File: src/rtl/pump_scheduler_if.sv
// Command bus between the UI/command decoder (master) and pump_scheduler (slave).
interface pump_scheduler_if #(
   parameter int NUM_PUMPS = 3,
   parameter int SEC_W     = 16
);
   localparam int CH_W = (NUM_PUMPS > 1) ? $clog2(NUM_PUMPS) : 1;

   logic             cmd_valid;
   logic [1:0]       cmd_op;
   logic [CH_W-1:0]  cmd_chan;
   logic [SEC_W-1:0] cmd_period;
   logic [SEC_W-1:0] cmd_on_time;
   logic             cmd_ack;
   logic             cmd_err;

   modport master (
      output cmd_valid, cmd_op, cmd_chan, cmd_period, cmd_on_time,
      input  cmd_ack, cmd_err
   );

   modport slave (
      input  cmd_valid, cmd_op, cmd_chan, cmd_period, cmd_on_time,
      output cmd_ack, cmd_err
   );
endinterface

File: src/rtl/pump_scheduler.sv
// N-channel pump scheduler: per-channel period/on-time schedule, manual one-shots and
// optional single-pump exclusion, all timed by one shared seconds prescaler.
module pump_scheduler #(
   parameter int NUM_PUMPS  = 3,
   parameter int CLOCK_FREQ = 1_000_000,
   parameter int SEC_W      = 16,
   parameter int EXCLUSIVE  = 1
) (
   input  logic                 clk,
   input  logic                 rst,
   pump_scheduler_if.slave      cmd,
   output logic [NUM_PUMPS-1:0] pump_out,
   output logic [NUM_PUMPS-1:0] active,
   output logic                 sec_tick
);
   localparam int CH_W = (NUM_PUMPS > 1) ? $clog2(NUM_PUMPS) : 1;
   localparam int PS_W = (CLOCK_FREQ > 1) ? $clog2(CLOCK_FREQ) : 1;
   localparam logic [PS_W-1:0] PS_LAST = PS_W'(CLOCK_FREQ - 1);

   localparam logic [1:0] OP_START    = 2'd0;
   localparam logic [1:0] OP_STOP     = 2'd1;
   localparam logic [1:0] OP_MANUAL   = 2'd2;
   localparam logic [1:0] OP_STOP_ALL = 2'd3;

   typedef enum logic [1:0] {
      IDLE  = 2'd0,
      WAIT  = 2'd1,
      PEND  = 2'd2,
      PULSE = 2'd3
   } state_t;

   logic [PS_W-1:0]      presc;

   state_t               state       [NUM_PUMPS];
   state_t               state_nx    [NUM_PUMPS];
   logic [SEC_W-1:0]     wait_cnt    [NUM_PUMPS];
   logic [SEC_W-1:0]     wait_cnt_nx [NUM_PUMPS];
   logic [SEC_W-1:0]     on_cnt      [NUM_PUMPS];
   logic [SEC_W-1:0]     on_cnt_nx   [NUM_PUMPS];
   logic [SEC_W-1:0]     period      [NUM_PUMPS];
   logic [SEC_W-1:0]     period_nx   [NUM_PUMPS];
   logic [SEC_W-1:0]     on_time     [NUM_PUMPS];
   logic [SEC_W-1:0]     on_time_nx  [NUM_PUMPS];
   logic [SEC_W-1:0]     shot_len    [NUM_PUMPS];
   logic [SEC_W-1:0]     shot_len_nx [NUM_PUMPS];
   logic [NUM_PUMPS-1:0] periodic;
   logic [NUM_PUMPS-1:0] periodic_nx;

   logic                 chan_ok;
   logic                 cmd_ok;
   logic                 hit;
   logic                 ack_nx;
   logic                 err_nx;
   logic                 ack_r;
   logic                 err_r;

   logic                 busy;
   logic                 found;
   logic [NUM_PUMPS-1:0] grant;

   function automatic logic [SEC_W-1:0] dec_sat(input logic [SEC_W-1:0] v);
      return (v == '0) ? v : v - SEC_W'(1);
   endfunction

   // Prescaler: free-running, shared by every channel, never restarted by commands
   always_ff @(posedge clk or posedge rst) begin
      if (rst) begin
         presc <= '0;
      end else if (presc == PS_LAST) begin
         presc <= '0;
      end else begin
         presc <= presc + PS_W'(1);
      end
   end

   assign sec_tick = (presc == PS_LAST);

   // Command validation; STOP_ALL has no channel so it can never be rejected
   always_comb begin
      chan_ok = (32'(cmd.cmd_chan) < 32'(NUM_PUMPS));
      cmd_ok  = 1'b0;
      case (cmd.cmd_op)
         OP_START:  cmd_ok = chan_ok && (cmd.cmd_period != '0) && (cmd.cmd_on_time != '0);
         OP_STOP:   cmd_ok = chan_ok;
         OP_MANUAL: cmd_ok = chan_ok && (cmd.cmd_on_time != '0);
         default:   cmd_ok = 1'b1;
      endcase
      ack_nx = cmd.cmd_valid && cmd_ok;
      err_nx = cmd.cmd_valid && !cmd_ok;
   end

   // Grant arbitration works on the registered states, so a freed pump is re-granted one edge later
   always_comb begin
      busy  = 1'b0;
      found = 1'b0;
      grant = '0;
      for (int i = 0; i < NUM_PUMPS; i++) begin
         if (state[i] == PULSE) busy = 1'b1;
      end
      for (int i = 0; i < NUM_PUMPS; i++) begin
         if (state[i] == PEND) begin
            if (EXCLUSIVE == 0) begin
               grant[i] = 1'b1;
            end else if (!busy && !found) begin
               grant[i] = 1'b1;
               found    = 1'b1;
            end
         end
      end
   end

   always_comb begin
      hit         = 1'b0;
      periodic_nx = periodic;
      for (int i = 0; i < NUM_PUMPS; i++) begin
         state_nx[i]    = state[i];
         wait_cnt_nx[i] = wait_cnt[i];
         on_cnt_nx[i]   = on_cnt[i];
         period_nx[i]   = period[i];
         on_time_nx[i]  = on_time[i];
         shot_len_nx[i] = shot_len[i];
         hit            = ack_nx && (cmd.cmd_chan == CH_W'(i));

         case (state[i])
            WAIT: begin
               if (sec_tick) begin
                  wait_cnt_nx[i] = dec_sat(wait_cnt[i]);
                  if (wait_cnt[i] <= SEC_W'(1)) state_nx[i] = PEND;
               end
            end
            PEND: begin
               if (grant[i]) begin
                  state_nx[i]  = PULSE;
                  on_cnt_nx[i] = shot_len[i];
               end
            end
            PULSE: begin
               if (sec_tick) begin
                  on_cnt_nx[i] = dec_sat(on_cnt[i]);
                  if (on_cnt[i] <= SEC_W'(1)) begin
                     // The period restarts from the end of the pulse; a manual shot hands back the scheduled length
                     if (periodic[i]) begin
                        state_nx[i]    = WAIT;
                        wait_cnt_nx[i] = period[i];
                        shot_len_nx[i] = on_time[i];
                     end else begin
                        state_nx[i] = IDLE;
                     end
                  end
               end
            end
            default: ;
         endcase

         // Commands override whatever the counters would have done this cycle
         if (ack_nx && (cmd.cmd_op == OP_STOP_ALL)) begin
            state_nx[i]    = IDLE;
            periodic_nx[i] = 1'b0;
         end else if (hit) begin
            case (cmd.cmd_op)
               OP_START: begin
                  period_nx[i]   = cmd.cmd_period;
                  on_time_nx[i]  = cmd.cmd_on_time;
                  shot_len_nx[i] = cmd.cmd_on_time;
                  periodic_nx[i] = 1'b1;
                  wait_cnt_nx[i] = cmd.cmd_period;
                  on_cnt_nx[i]   = '0;
                  state_nx[i]    = WAIT;
               end
               OP_STOP: begin
                  state_nx[i]    = IDLE;
                  periodic_nx[i] = 1'b0;
               end
               OP_MANUAL: begin
                  if ((state[i] == IDLE) || (state[i] == WAIT)) begin
                     shot_len_nx[i] = cmd.cmd_on_time;
                     state_nx[i]    = PEND;
                  end
               end
               default: ;
            endcase
         end
      end
   end

   always_ff @(posedge clk or posedge rst) begin
      if (rst) begin
         for (int i = 0; i < NUM_PUMPS; i++) begin
            state[i]    <= IDLE;
            wait_cnt[i] <= '0;
            on_cnt[i]   <= '0;
            period[i]   <= '0;
            on_time[i]  <= '0;
            shot_len[i] <= '0;
         end
         periodic <= '0;
         ack_r    <= 1'b0;
         err_r    <= 1'b0;
      end else begin
         for (int i = 0; i < NUM_PUMPS; i++) begin
            state[i]    <= state_nx[i];
            wait_cnt[i] <= wait_cnt_nx[i];
            on_cnt[i]   <= on_cnt_nx[i];
            period[i]   <= period_nx[i];
            on_time[i]  <= on_time_nx[i];
            shot_len[i] <= shot_len_nx[i];
         end
         periodic <= periodic_nx;
         ack_r    <= ack_nx;
         err_r    <= err_nx;
      end
   end

   assign cmd.cmd_ack = ack_r;
   assign cmd.cmd_err = err_r;

   // Pump drive comes straight from the state register so reset drops it without a clock
   always_comb begin
      pump_out = '0;
      active   = '0;
      for (int i = 0; i < NUM_PUMPS; i++) begin
         pump_out[i] = (state[i] == PULSE);
         active[i]   = (state[i] != IDLE);
      end
   end
endmodule

File: src/flat_wrapper.sv
// flat-port wrapper written by rule: the top's interface ports become plain ports
module pump_scheduler_flat 
#(
   parameter int NUM_PUMPS  = 3,
   parameter int CLOCK_FREQ = 1_000_000,
   parameter int SEC_W      = 16,
   parameter int EXCLUSIVE  = 1
)
  (clk, rst, pump_out, active, sec_tick, cmd_cmd_valid, cmd_cmd_op, cmd_cmd_chan, cmd_cmd_period, cmd_cmd_on_time, cmd_cmd_ack, cmd_cmd_err);
  pump_scheduler_if #(.NUM_PUMPS(NUM_PUMPS), .SEC_W(SEC_W)) cmd_i ();
  input  logic clk;
  input  logic rst;
  output logic [NUM_PUMPS-1:0] pump_out;
  output logic [NUM_PUMPS-1:0] active;
  output logic sec_tick;
  input wire logic [$bits(cmd_i.cmd_valid)-1:0] cmd_cmd_valid;
  input wire logic [$bits(cmd_i.cmd_op)-1:0] cmd_cmd_op;
  input wire logic [$bits(cmd_i.cmd_chan)-1:0] cmd_cmd_chan;
  input wire logic [$bits(cmd_i.cmd_period)-1:0] cmd_cmd_period;
  input wire logic [$bits(cmd_i.cmd_on_time)-1:0] cmd_cmd_on_time;
  output wire logic [$bits(cmd_i.cmd_ack)-1:0] cmd_cmd_ack;
  output wire logic [$bits(cmd_i.cmd_err)-1:0] cmd_cmd_err;
  assign cmd_i.cmd_valid = cmd_cmd_valid;
  assign cmd_i.cmd_op = cmd_cmd_op;
  assign cmd_i.cmd_chan = cmd_cmd_chan;
  assign cmd_i.cmd_period = cmd_cmd_period;
  assign cmd_i.cmd_on_time = cmd_cmd_on_time;
  assign cmd_cmd_ack = cmd_i.cmd_ack;
  assign cmd_cmd_err = cmd_i.cmd_err;
  pump_scheduler #(.NUM_PUMPS(NUM_PUMPS), .CLOCK_FREQ(CLOCK_FREQ), .SEC_W(SEC_W), .EXCLUSIVE(EXCLUSIVE)) u_core (.clk(clk), .rst(rst), .cmd(cmd_i), .pump_out(pump_out), .active(active), .sec_tick(sec_tick));
endmodule
File: config.mk
export PLATFORM = sky130hd
export DESIGN_NAME = pump_scheduler_flat
export DESIGN_NICKNAME = d
export VERILOG_FILES = /design/src/rtl/pump_scheduler_if.sv /design/src/rtl/pump_scheduler.sv /design/src/flat_wrapper.sv
export SDC_FILE = /design/constraint.sdc
export NUM_CORES = 1
export LEC_CHECK = 0
export CAP_MARGIN = 40
export CORE_ASPECT_RATIO = 0.9
export CORE_MARGIN = 2
export CORE_UTILIZATION = 45
export CTS_CLUSTER_DIAMETER = 40
export DETAILED_ROUTE_END_ITERATION = 7
export GPL_TIMING_DRIVEN = 0
export PLACE_DENSITY_LB_ADDON = 0.15
export RECOVER_POWER = 50
export SLEW_MARGIN = 10
export SYNTH_ARGS = -nofsm -noshare
export SYNTH_HDL_FRONTEND = slang
export SYNTH_SLANG_ARGS = --single-unit
File: constraint.sdc
create_clock -name clk -period 13.2 [get_ports clk]
set_clock_uncertainty 0.05 [all_clocks]
set_input_delay 2.64 -clock clk [delete_from_list [all_inputs] [get_ports clk]]
set_output_delay 2.64 -clock clk [all_outputs]
set_load 0.01 [all_outputs]
==> impl_summary.txt, run 1 <==
----------------------------------------------------
[Status]
  Result of the run ... finished, violations left
  Violated checks ... capacitance limit, slew limit

[Pwr]
  Design internal power ... 1.96 mW
  Largest vdd supply drop ... 0.000126 V
  Proportion of power drawn by combinational gates ... 0.229
  Post-route total power ... slightly above 3 mW
  PD cells ... 178 mW/mm^2
  Sw power ... 1.07 mW
  Portion of total power attributed to the clock network ... 0.364
  Share of total power consumed by net switching ... 0.354
  Sequential power share ... 0.407
  Leakage Power ... about 7.3 nW

[Global route]
  Antenna violations before repair ... 0
  Wire length of the first global-routing pass ... 76200 um
  Via count of the first global-routing pass ... 12900
  All-Layer GR Usage ... 0.289
  GR Util met2 ... 0.421
  Grt ovf ... 0
  Largest net degree at the start of global routing ... roughly 110
  Busiest grt layer ... met2
  Met1 capacity usage during global routing ... 0.416
  GRT met3 Usage ... 0.0542

[Hold path]
  Type of the most critical hold path ... flop to flop

[Timing]
  Final Max Slew Viols ... slightly below 60
  Final critical delay including setup and external delays ... 8240 ps
  Post-route worst setup slack ... between 4000 and 5000 ps
  Number of setup violations in the final report ... 0
  RSZ-0062 raised after global routing ... no
  Post-route fraction of the period consumed by the critical path ... 0.624
  Worst slew margin ... -0.847
  Upper clock frequency limit ... 121 MHz
  Final hold violation count ... 0
  Transition time at the pin with the least slew margin ... 2750 ps
  Total negative setup slack ... 0 ps

[Logic synthesis]
  Post-synthesis net count ... 1764
  Synth Flop Type ... dfrtp_1
  Sequential area share after synthesis ... 0.465
  Syn. warnings ... 0
  Number of synthesized register bits ... 271
  Number of enable flip-flop cells after synthesis ... 0
  Async SR Flop Fraction ... 1.00
  Syn avg cell area ... 8.55 sq um
  Cell count after synthesis ... 1706
  Number of distinct library cells after synthesis ... between 80 and 90
  Syn Std Cell Area ... between 0.01 and 0.015 sq mm

[Clock network]
  Clock-pin slew of the registers on the worst-case setup and hold paths ... 50 ps
  Total number of clock tree sinks ... 271
  Buffers inserted by post-CTS timing repair ... 0
  Clk buf depth ... 3
  Clock tree from TritonCTS ... done
  Number of gates resized after cts ... 0
  Number of buffers added by the clock tree synthesis step ... 43
  Clk Tree Root Cell ... clkbuf_16
  Latest clock arrival within the worst-skew pair ... 570 ps
  Post-CTS Hold Fix Bufs ... 0
  Deepest level of the CTS H-tree ... 2

[Floorplan]
  Std-Cell Core Area ... 0.0319 sq mm
  Full die area ... 0.0339 sq mm
  Io pins ... 48
  Chip Width ... 194 um
  Die Span Y ... 175 um
  Row cnt ... 62
  Starting Density ... 0.457

[Cells and area]
  Leading cell type in the layout, fill and taps excluded ... nand2_1
  Fraction of layout cells with a size suffix above 1 ... 0.0762
  Nets@finish ... 1860
  Post-synthesis to final-layout area growth ... 17.1%
  Antenna Diode Count ... 0
  Commonest non-fill, non-tap cells in the layout ... 444 x nand2_1, 271 x dfrtp_1, 125 x nor2_1

[Drt]
  Detailed-route via count ... 13700
  DRT iter0 DRCs ... 1549
  Count of antenna-violating nets left after detailed routing ... 0
  DRC violation count after routing ... 0
  Number of vias per cell after detailed routing ... 6.10
  Detailed Route WL ... 49100 um
  Detailed-route wire length per cell ... between 20 and 25 um
  First-pass iteration count of the detailed router ... 5

[Critical path]
  Crit. End Element ... primary output
  Cell chain of the critical path ... nor4b_1 > and4_1 > nand2_1 > inv_1 > clkbuf_1 > clkbuf_1 > clkbuf_1 > clkdlybuf4s50_1
  Critical path fanouts, max ... 10
  Top Family by Delay on Critical Path ... buffers and inverters
  Longest individual stage delay on the worst path ... 700 ps
  Crit path top cell by count ... clkbuf_1
  Highest-delay cell along the critical path ... clkbuf_1
  Category of the most critical setup path ... flop to primary output
  Arr. time, crit path ... 5550 ps
  Buf+Inv Stages, Crit Path ... 5
  Kind of start point of the critical path ... flop
  Critical path required time ... 10510 ps

[Placed design]
  Port Buf Inserts ... 45
  Setup slack after placement ... 6710 ps
  DPL Wire Length ... 33900 um
  GPL Wtd Cong ... 0.956

[Job]
  Max capacitance violation total ... 1

----------------------------------------------------
[area by class of cell]
type,count,area (sq um)
tap,416,520
fill,2917,14800
inverter,36,136
multi-input combinational,1305,7270
clock inverter,29,258
buffer,94,404
timing repair buffer,51,532
clock buffer,51,1170
sequential,271,6780
[routing by layer]
layer / wire [um] / share of wire
met1: 21800 / 0.44
met2: 20800 / 0.42
met3: 4210 / 0.086
met4: 2320 / 0.047
met5: 0 / 0
[cell families after synthesis]
| kind of cell | share of synthesized area |
|---|---|
| muxes | 0.0371 |
| DFF | 0.465 |
| adders and majority gates | 0.0163 |
| AOI/OAI and AO/OA | 0.158 |
| xor gates and xnor gates | 0.0108 |
| and+or+nand+nor | 0.276 |
| buffers and inverters | 0.0372 |
[power by group through the flow]
| stage | sequential (mW) | clock [mW] | combinational (mW) |
|---|---|---|---|
| 6_report | 1.23 | 1.11 | 0.694 |
| 5_1_grt | 1.26 | 1.16 | 0.775 |
| 4_1_cts | 1.23 | 1.12 | 0.686 |
| 3_5_place_dp | 1.24 | 0 | 0.682 |
| 3_3_place_gp | 1.23 | 0 | 0.661 |
| 2_1_floorplan | 1.18 | 0 | 0.504 |
[stage by stage]
| stage | std cells | cell area, sq um | util | hold slack [ps] |
|---|---|---|---|---|
| finish | 2253 | 17100 | 0.535 | 423 |
| global route | 2253 | 17100 | 0.535 | 450 |
| CTS | 2253 | 17100 | 0.536 | 422 |
| detailed placement | 2173 | 15700 | 0.491 | 409 |
| global placement | 2167 | 15600 | 0.488 | 405 |
| floorplan | 1706 | 14600 | - | 390 |
[flip-flops by register name (all words and copies together) (netlist names)]
register,count
u_core.on_cnt,48
u_core.presc,20
u_core.cmd.cmd_err,1
u_core.periodic,3
u_core.cmd.cmd_ack,1
u_core.shot_len,48
u_core.period,48
u_core.wait_cnt,48
u_core.state,6
u_core.on_time,48
[worst register-to-register path: stages, from the launching register on]
cell and delay, ps:
dfrtp_1 450, nor4b_1 680, and4_1 480, nand2_1 460
inv_1 410, clkbuf_1 710, clkbuf_1 710, nand4_1 470
o2111ai_1 320, nand2_1 80
[Yosys cell counts, types with 8 or more instances]
cell type,number,share of area
nor4_1,36,0.015
nand2_1,443,0.11
dfrtp_1,271,0.47
a21oi_1,62,0.021
nand4_1,26,0.011
nor3_1,43,0.015
o21ai_1,20,0.0069
and3_1,26,0.011
xnor2_1,11,0.0066
nor2b_1,9,0.0039
o311ai_0,12,0.0072
mux2i_1,36,0.025
nor2_1,125,0.032
or3_1,22,0.0094
or4_1,10,0.0051
and2_1,12,0.0051
a22oi_1,15,0.0077
o21ai_0,87,0.030
a31oi_1,43,0.018
a211oi_1,16,0.0082
o211ai_1,15,0.0077
buf_2,8,0.0027
nand3_1,68,0.023
clkbuf_1,76,0.020
ha_1,19,0.016
inv_1,32,0.0082
mux2_2,15,0.012
[path summary, 6_finish.rpt]
path                                    from                   to  slack [ps]  cells after the start
setup / recovery            u_core.presc[12]             sec_tick        4960                      8
max in group asynchronous                rst    u_core.on_time[6]        7890                      4
hold reg to reg            u_core.period[21]    u_core.period[21]         420                      2
setup reg to reg            u_core.presc[12]  u_core.wait_cnt[42]        8290                      9
min in group asynchronous                rst      u_core.presc[2]        3260                      2
hold / removal             u_core.period[21]    u_core.period[21]         420                      2
Note: power is estimated with default switching activity, not from simulation.
==> run 2: changes to the inputs <==
==> constraint.sdc (replaced) <==
create_clock -name clk -period 8.59 [get_ports clk]
set_clock_uncertainty 0.05 [all_clocks]
set_input_delay 1.718 -clock clk [delete_from_list [all_inputs] [get_ports clk]]
set_output_delay 1.718 -clock clk [all_outputs]
set_load 0.01 [all_outputs]
==> run 2 against run 1 <==
The run still ends with capacitance limit, slew limit left. Largest power group unchanged. Via count barely moved. Clock power rose by 65%. Wire length rose by 1.1%. Design area rose by 0.71%. Register-to-register slack got worse by 3900 ps. Die area did not move. Worst setup slack got worse by 3000 ps. Power rose by 58%. Global-route usage rose by 0.64 points. Critical path type unchanged.
==> impl_summary.txt, run 2 (synthesized netlist as in run 1, its figures left out) <==
----------------------------------------------------
[Timing]
  Transition time at the pin with the least slew margin ... about 2100 ps
  Post-route fraction of the period consumed by the critical path ... 0.771
  Worst hold slack ... 422 ps
  Number of setup violations in the final report ... 0
  Final hold violation count ... 0
  Final Max Slew Viols ... 199
  Final critical delay including setup and external delays ... ~6600 ps
  RSZ-0062 raised after global routing ... no
  Post-route worst setup slack ... 1970 ps
  Worst slew margin ... -0.374
  Total negative setup slack ... 0 ps
  Upper clock frequency limit ... between 150 and 200 MHz

[Floorplan]
  Io pins ... 48
  Full die area ... 0.0339 sq mm
  Die Span Y ... 175 um
  Std-Cell Core Area ... 0.0319 sq mm
  Chip Width ... 194 um
  Starting Density ... 0.457
  Row cnt ... 62

[Cells and area]
  Nets@finish ... 1868
  Number of inserted filler cells in the final layout ... 2960
  Commonest non-fill, non-tap cells in the layout ... 444 x nand2_1, 271 x dfrtp_1, 125 x nor2_1
  Number of standard cells in the final layout excluding fillers ... 2263
  Post-synthesis to final-layout area growth ... 17.9%
  Antenna Diode Count ... 0
  Final design area excluding fillers ... about 0.017 sq mm
  Leading cell type in the layout, fill and taps excluded ... nand2_1
  Fraction of layout cells with a size suffix above 1 ... 0.0769

[Status]
  Violated checks ... capacitance limit, slew limit
  Result of the run ... finished, violations left

[Global route]
  Wire length of the first global-routing pass ... 77900 um
  Largest net degree at the start of global routing ... 37
  Grt ovf ... 0
  All-Layer GR Usage ... 0.295
  Antenna violations before repair ... 1
  Via count of the first global-routing pass ... 13200

[Hold path]
  Type of the most critical hold path ... flop to flop
  Worst hold path stage count ... 2
  Startpoint of the worst hold path ... u_core.on_time[6]
  Hold path endpoint ... u_core.on_time[6]

[Clock network]
  Clock tree from TritonCTS ... done
  Total number of clock tree sinks ... 271
  Latest clock arrival within the worst-skew pair ... 560 ps
  Post-CTS Hold Fix Bufs ... 0
  Buffers inserted by post-CTS timing repair ... 0
  Clock-pin slew of the registers on the worst-case setup and hold paths ... 50 ps
  Clk buf depth ... 3
  Number of gates resized after cts ... 0
  Number of buffers added by the clock tree synthesis step ... 45
  Clk Tree Root Cell ... clkbuf_16
  Deepest level of the CTS H-tree ... 2

[Critical path]
  Category of the most critical setup path ... flop to primary output
  Cell chain of the critical path ... nor4b_1 > and4_1 > nand2_1 > inv_1 > buf_2 > buf_2 > buf_1 > clkdlybuf4s50_1
  Reg-to-Reg Start ... u_core.presc[13]
  Critical path fanouts, max ... 10
  Setup slack, reg-to-reg ... 4350 ps
  Crit. End Element ... primary output
  Arr. time, crit path ... 4850 ps
  Highest-delay cell along the critical path ... nor4b_1
  Crit path top cell by count ... buf_2
  Longest individual stage delay on the worst path ... 650 ps
  R2R cell count ... 9
  Worst R2R End ... u_core.wait_cnt[34]
  Critical path required time ... 6820 ps
  Kind of start point of the critical path ... flop

[Placed design]
  GPL Wtd Cong ... 0.970
  DPL Wire Length ... 34800 um
  Placed Instances ... between 2000 and 2500
  Setup slack after placement ... 3020 ps
  Total placed instance area ... around 0.016 sq mm
  Port Buf Inserts ... 45

[Drt]
  First-pass iteration count of the detailed router ... 5
  Detailed-route wire length per cell ... 21.9 um
  Detailed Route WL ... around 50000 um
  Number of vias per cell after detailed routing ... 6.08
  Count of antenna-violating nets left after detailed routing ... 0
  DRC violation count after routing ... 0
  DRT iter0 DRCs ... 1470
  Detailed-route via count ... 13800

[Job]
  Max capacitance violation total ... 6

[Pwr]
  Largest vdd supply drop ... 0.000232 V
  Leakage Power ... 7.38 nW
  PD cells ... 279 mW/mm^2

----------------------------------------------------
[run 2: cell count changes in the layout (fill, tap and decap cells not counted), moves of 3 or more]
cell	before	now
clkbuf_1	81	88
clkbuf_16	43	47
clkinvlp_4	10	6
bufinv_16	0	3
clkbuf_8	6	3
inv_6	7	4
inv_8	2	5
[run 2: final cells by class]
| cell class | count | area [sq um] | share of cell area |
|---|---|---|---|
| multi-input combinational | 1305 | 7270 | 0.423 |
| sequential | 271 | 6780 | 0.395 |
| clock buffer | 56 | 1240 | 0.0721 |
| timing repair buffer | 57 | 539 | 0.0314 |
| tap | 416 | 520 | 0.0303 |
| buffer | 94 | 407 | 0.0237 |
| clock inverter | 28 | 295 | 0.0172 |
| inverter | 36 | 136 | 0.00793 |
[run 2: worst max path at each step]
stage | start | to | slack, ps | cells after the start
final | u_core.presc[13] | sec_tick | 1970 | 8
after global routing | u_core.presc[13] | sec_tick | 1770 | 8
after CTS | u_core.presc[13] | sec_tick | 2440 | 8
after detailed placement | u_core.presc[13] | sec_tick | 3020 | 8
after global placement | rst | u_core.on_time[3] | 1020 | 2
after floorplan | rst | u_core.cmd.cmd_ack | 3240 | 1
[run 2: power breakdown]
| part | switching [mW] | internal (mW) | leakage (nW) |
|---|---|---|---|
| logic | 0.651 | 0.419 | 3.29 |
| clock network | 0.691 | 1.14 | 0.740 |
| registers | 0.303 | 1.59 | 3.34 |
[run 2: per-layer routing]
metal,track usage,part of all wire
met5,0,0.00018
met4,0.0980,0.034
met3,0.0459,0.070
met2,0.443,0.43
met1,0.435,0.46
[run 2: through the flow]
stage	util	total power, mW
after floorplan	-	2.59
after global routing	0.539	5.05
after CTS	0.543	4.80
after global placement	0.488	2.92
final	0.539	4.79
after detailed placement	0.494	2.96
[run 2: worst max-delay path, delay by kind of cell, from the launching register on]
family / cells / cell delay (ps)
buf+inv: 5 / 2290
simple gates: 3 / 1560
flops: 1 / 430
==> variant 1 (settings of run 2) <==
`EXCLUSIVE` is set to 1 in 2 places; all go to 0.
--- a/src/rtl/pump_scheduler.sv
+++ b/src/rtl/pump_scheduler.sv
@@ -4,7 +4,7 @@
    parameter int NUM_PUMPS  = 3,
    parameter int CLOCK_FREQ = 1_000_000,
    parameter int SEC_W      = 16,
-   parameter int EXCLUSIVE  = 1
+   parameter int EXCLUSIVE  = 0
 ) (
    input  logic                 clk,
    input  logic                 rst,
--- a/src/flat_wrapper.sv
+++ b/src/flat_wrapper.sv
@@ -4,7 +4,7 @@
    parameter int NUM_PUMPS  = 3,
    parameter int CLOCK_FREQ = 1_000_000,
    parameter int SEC_W      = 16,
-   parameter int EXCLUSIVE  = 1
+   parameter int EXCLUSIVE  = 0
 )
   (clk, rst, pump_out, active, sec_tick, cmd_cmd_valid, cmd_cmd_op, cmd_cmd_chan, cmd_cmd_period, cmd_cmd_on_time, cmd_cmd_ack, cmd_cmd_err);
   pump_scheduler_if #(.NUM_PUMPS(NUM_PUMPS), .SEC_W(SEC_W)) cmd_i ();
Check against the original RTL: not equivalent (a bounded check fails within 4 cycles, from zero or initial values and one cycle with rst high).
==> variant 1 against run 2 <==
  * Fmax rose by 10%
  * Sequential cell count did not move
  * Critical endpoint is now u_core.on_cnt[11]
  * Final cell count fell by 0.80%
  * Combinational power fell by 12%
  * Critical path type is now input pin to asynchronous set/reset pin
  * Synthesized area rose by 0.24%
  * Critical path depth fell by 3
  * Worst setup slack improved by 0.61 ns
  * Design area rose by 0.12%
  * Sequential share of layout area barely moved
  * Wire length fell by 1.6%
  * Power fell by 1.1%
  * Count of clock-buffer cells in the layout fell by 10
  * Clock power rose by 3%
  * The flow still finishes with violations (capacitance limit, slew limit)
==> variant 1: results (changes against run 2) <==
[critical_path]
ff2ff_path_depth = 10  ; was 9
r2r-start = u_core.presc[7]  ; was u_core.presc[13]
arrival_ns = 6.34  ; was 4.85 ns
r2r_end = u_core.shot_len[32]  ; was u_core.wait_cnt[34]
cp-endpoint = u_core.on_cnt[11]  ; was sec_tick
worstPathMaxFanout = 35  ; was 10
startpoint = rst  ; was u_core.presc[13]

[detailed_routing]
drt_iter0_drc = 1624  ; was 1470
wire_per_inst_um = 21.8  ; was 21.9 um
vias_per_cell = 6.15  ; was 6.08

[synth]
synth_seq_area_share_pct = 46.4  ; was 46.5%
synthDistinctLibCells = 85  ; was 83
synth_area_leaders = dfrtp_1 (46%), nand2_1 (11%), mux2i_1 (3.3%)  ; was dfrtp_1 (47%), nand2_1 (11%), nor2_1 (3.2%)
synth_fp_nets = 1754  ; was 1764

[power]
leakage_nw = 7.30  ; was 7.38 nW
irDropWorstVdd_mv = 0.192  ; was 0.232 mV

[run]
timing.max_cap.violations = 4  ; was 6

[global_routing]
grt_pass1_wl_mm = 76.6  ; was 77.9 mm
grt_antenna_before_repair = 0  ; was 1
met2_usage_pct = 39.9  ; was 44.3%
grt_pass1_vias = 12900  ; was 13.2k
grtUsageMet1_pct = 44.6  ; was 43.5%
grt_use_met3_pct = 4.48  ; was 4.59%

[layout]
layout-drive-gt1-share_pct = 6.45  ; was 7.69%
nets = 1854  ; was 1868
fin_cells = 2245  ; was 2263

[placement]
place_congestion = 0.942  ; was 0.970
port_buffers = 43  ; was 45
dp_hpwl_mm = 34.6  ; was 34.8 mm
placed_cell_area_mm2 = 0.0158  ; about the same

[run_status]
status = finished, violations left  ; unchanged
violations = capacitance limit, slew limit  ; unchanged

[timing]
worst_slew_pin_slew_ns = 1.98  ; was 2.06 ns
slew_viol_final = 133  ; was 199

[variant 1: cell families (layout without fill, tap and decap cells)]
family	after synthesis	in the layout	share of synthesized area, %
buffers and inverters	138	271	3.77
xor gates and xnor gates	16	16	0.959
AOI/OAI and AO/OA	367	367	17.2
DFF	271	271	46.4
and+or+nand+nor	832	832	26.4
muxes	53	53	3.67
adders and majority gates	19	19	1.63
[variant 1: power breakdown]
part | internal (W) | leakage (nW) | switching [W]
clock network | 0.00123 | 0.760 | 0.000657
logic | 0.000395 | 3.24 | 0.000544
registers | 0.00160 | 3.29 | 0.000319
[variant 1: metrics by stage]
stage | utilization, % | worst slack (ns)
after global placement | 48.7 | 1.01
after global routing | 53.8 | 1.76
after floorplan | - | 3.24
after detailed placement | 49.4 | 3.21
after CTS | 54.3 | 2.89
final | 53.8 | 2.58
[variant 1: worst min-delay path by stage]
stage                       start                 end  slack, ns  cells after the start
2_1_floorplan    u_core.period[0]    u_core.period[0]       0.39                      2
3_3_place_gp     u_core.period[0]    u_core.period[0]       0.40                      2
3_5_place_dp    u_core.period[15]   u_core.period[15]       0.41                      2
4_1_cts        u_core.on_time[29]  u_core.on_time[29]       0.43                      2
5_1_grt         u_core.on_time[6]   u_core.on_time[6]       0.44                      2
6_report         u_core.period[2]    u_core.period[2]       0.42                      2
[variant 1: per-layer routing]
layer	up-vias	share of wire (%)	routed length, um
met2	572	41	20100
met1	6805	48	23500
li1	6347	-	-
met5	-	0	0
met4	0	3.3	1630
met3	92	7.5	3640
[variant 1: critical path, stage by stage]
cell	delay, ns
dlygate4sd3_1	0.55
clkinvlp_2	0.56
clkbuf_1	0.86
clkbuf_1	1.49
clkbuf_1	1.14
[variant 1: cell type report]
type                       count  area (um^2)
sequential                   271         6780
clock inverter                31          429
multi-input combinational   1287         7290
inverter                      41          155
buffer                        97          397
clock buffer                  46         1130
timing repair buffer          56          507
fill                        3028        14800
tap                          416          520
==> variant 2 (flow settings as in run 2) <==
Without the edit above. Reset style: synchronous (`rst`), changed in 2 clocked blocks.
--- a/src/rtl/pump_scheduler.sv
+++ b/src/rtl/pump_scheduler.sv
@@ -63,7 +63,7 @@
    endfunction
 
    // Prescaler: free-running, shared by every channel, never restarted by commands
-   always_ff @(posedge clk or posedge rst) begin
+   always_ff @(posedge clk) begin
       if (rst) begin
          presc <= '0;
       end else if (presc == PS_LAST) begin
@@ -183,7 +183,7 @@
       end
    end
 
-   always_ff @(posedge clk or posedge rst) begin
+   always_ff @(posedge clk) begin
       if (rst) begin
          for (int i = 0; i < NUM_PUMPS; i++) begin
             state[i]    <= IDLE;
Check against the original RTL: differs if rst is asserted again (counterexample within 4 cycles, from zero or initial values and one cycle with rst high); with rst held inactive, the same outputs for 4 cycles.
==> variant 2 against run 2 <==
  * The run still ends with capacitance limit, slew limit left
  * Utilization fell by 1.1 points
  * Critical path depth fell by 1
  * Design area fell by 5.8%
  * Synthesized area fell by 4.2%
  * Sequential share of layout area fell by 6.0 points
  * Wire length rose by 4.5%
  * Worst setup slack improved by 0.73 ns
  * Non-clock buffer count rose by 19
  * Die area fell by 4.2%
  * Fmax rose by 12%
  * Critical path type unchanged
  * Sequential cell count did not move
Power is not compared: it rests on default switching activity, and its combinational part moved more than twofold at a synthesized area within 25%.
==> variant 2: results (changes against run 2) <==
[detailed_routing]
wire_per_inst_um = 21.9  ; about the same
wl_met1_mm = 22.8  ; was 23.0 mm
routed.top_layer = met4  ; was met5
wl_met2_mm = 22.1  ; was 21.5 mm
dr_wl_met3_mm = 5.00  ; was 3.45 mm
dr.pass1.iters = 6  ; was 5

[run_status]
status = finished, violations left  ; unchanged
violations = capacitance limit, slew limit  ; unchanged

[synth]
synth_fa_ha_area_share_pct = 1.70  ; was 1.63%
synth_mux_area_share_pct = 2.53  ; was 3.71%
synth_seq_area_share_pct = 38.9  ; was 46.5%
synthDistinctLibCells = 77  ; was 83
synthFlopType = dfxtp_1  ; was dfrtp_1
synth_compound_area_share_pct = 23.5  ; was 15.8%
synthXorXnorAreaFrac_pct = 1.13  ; was 1.08%
synth_fp_nets = 1907  ; was 1764

[placement]
placed_cell_area_mm2 = 0.0149  ; was 0.0158 mm^2
place_congestion = 0.970  ; about the same
dp_slack_ns = 2.95  ; was 3.02 ns
placedCellCount = 2298  ; was 2179
dp_hpwl_mm = 36.7  ; was 34.8 mm
port_buffers = 33  ; was 45

[global_routing]
grtUsageMet1_pct = 43.6  ; was 43.5%
grt_pass1_vias = 13500  ; was 13.2k
met2_usage_pct = 47.4  ; was 44.3%
grt_max_degree = 14  ; was 37
grt_use_met3_pct = 7.24  ; was 4.59%
grt_antenna_before_repair = 0  ; was 1

[layout]
multi_input_area_mm2 = 0.00792  ; was 0.00727 mm^2
nMultiInputCombCells = 1415  ; was 1305
final-nonclk-buf-share_pct = 5.35  ; was 5.50%
post-route-util_pct = 52.8  ; was 53.9%
layout-drive-gt1-share_pct = 5.71  ; was 7.69%
nNonClkBuffers = 170  ; was 151
n_clock_buffer = 49  ; was 56
sh_seq_area_pct = 33.5  ; was 39.5%
clk_share_pct = 8.32  ; was 8.93%

[cts]
cts_buffers = 40  ; was 45

[floorplanning]
dieArea_mm2 = 0.0325  ; was 0.0339 mm^2

[timing]
slew_viol_final = 19  ; was 199
worst_slew_pin_slew_ns = 1.56  ; was 2.06 ns

[run]
timing.max_cap.violations = 2  ; was 6

[critical_path]
arrival_ns = 4.12  ; was 4.85 ns

==> variant 2: changes by cell type in the layout (fill, tap and decap cells not counted), sizes merged, moves of 13 or more <==
cell,run 2,this run
nor4,43,30
clkbuf,139,174
nor2,125,149
a31oi,43,28
clkdlybuf4s50,44,21
a21oi,62,204
o2bb2ai,1,18
dfrtp,271,0
a311oi,2,30
o21ai,107,47
nor3,45,69
dfxtp,0,271
nand2,445,399
==> variant 2: final timing paths <==
| path | from | endpoint | slack, ns | depth (start not counted) |
|---|---|---|---|---|
| worst max-delay path | u_core.presc[18] | sec_tick | 2.70 | 7 |
| worst min-delay path | u_core.period[0][11] | u_core.period[0][11] | 0.40 | 2 |
| worst max register to register | u_core.presc[18] | u_core.wait_cnt[0][21] | 4.28 | 10 |
| worst min register to register | u_core.period[0][11] | u_core.period[0][11] | 0.40 | 2 |
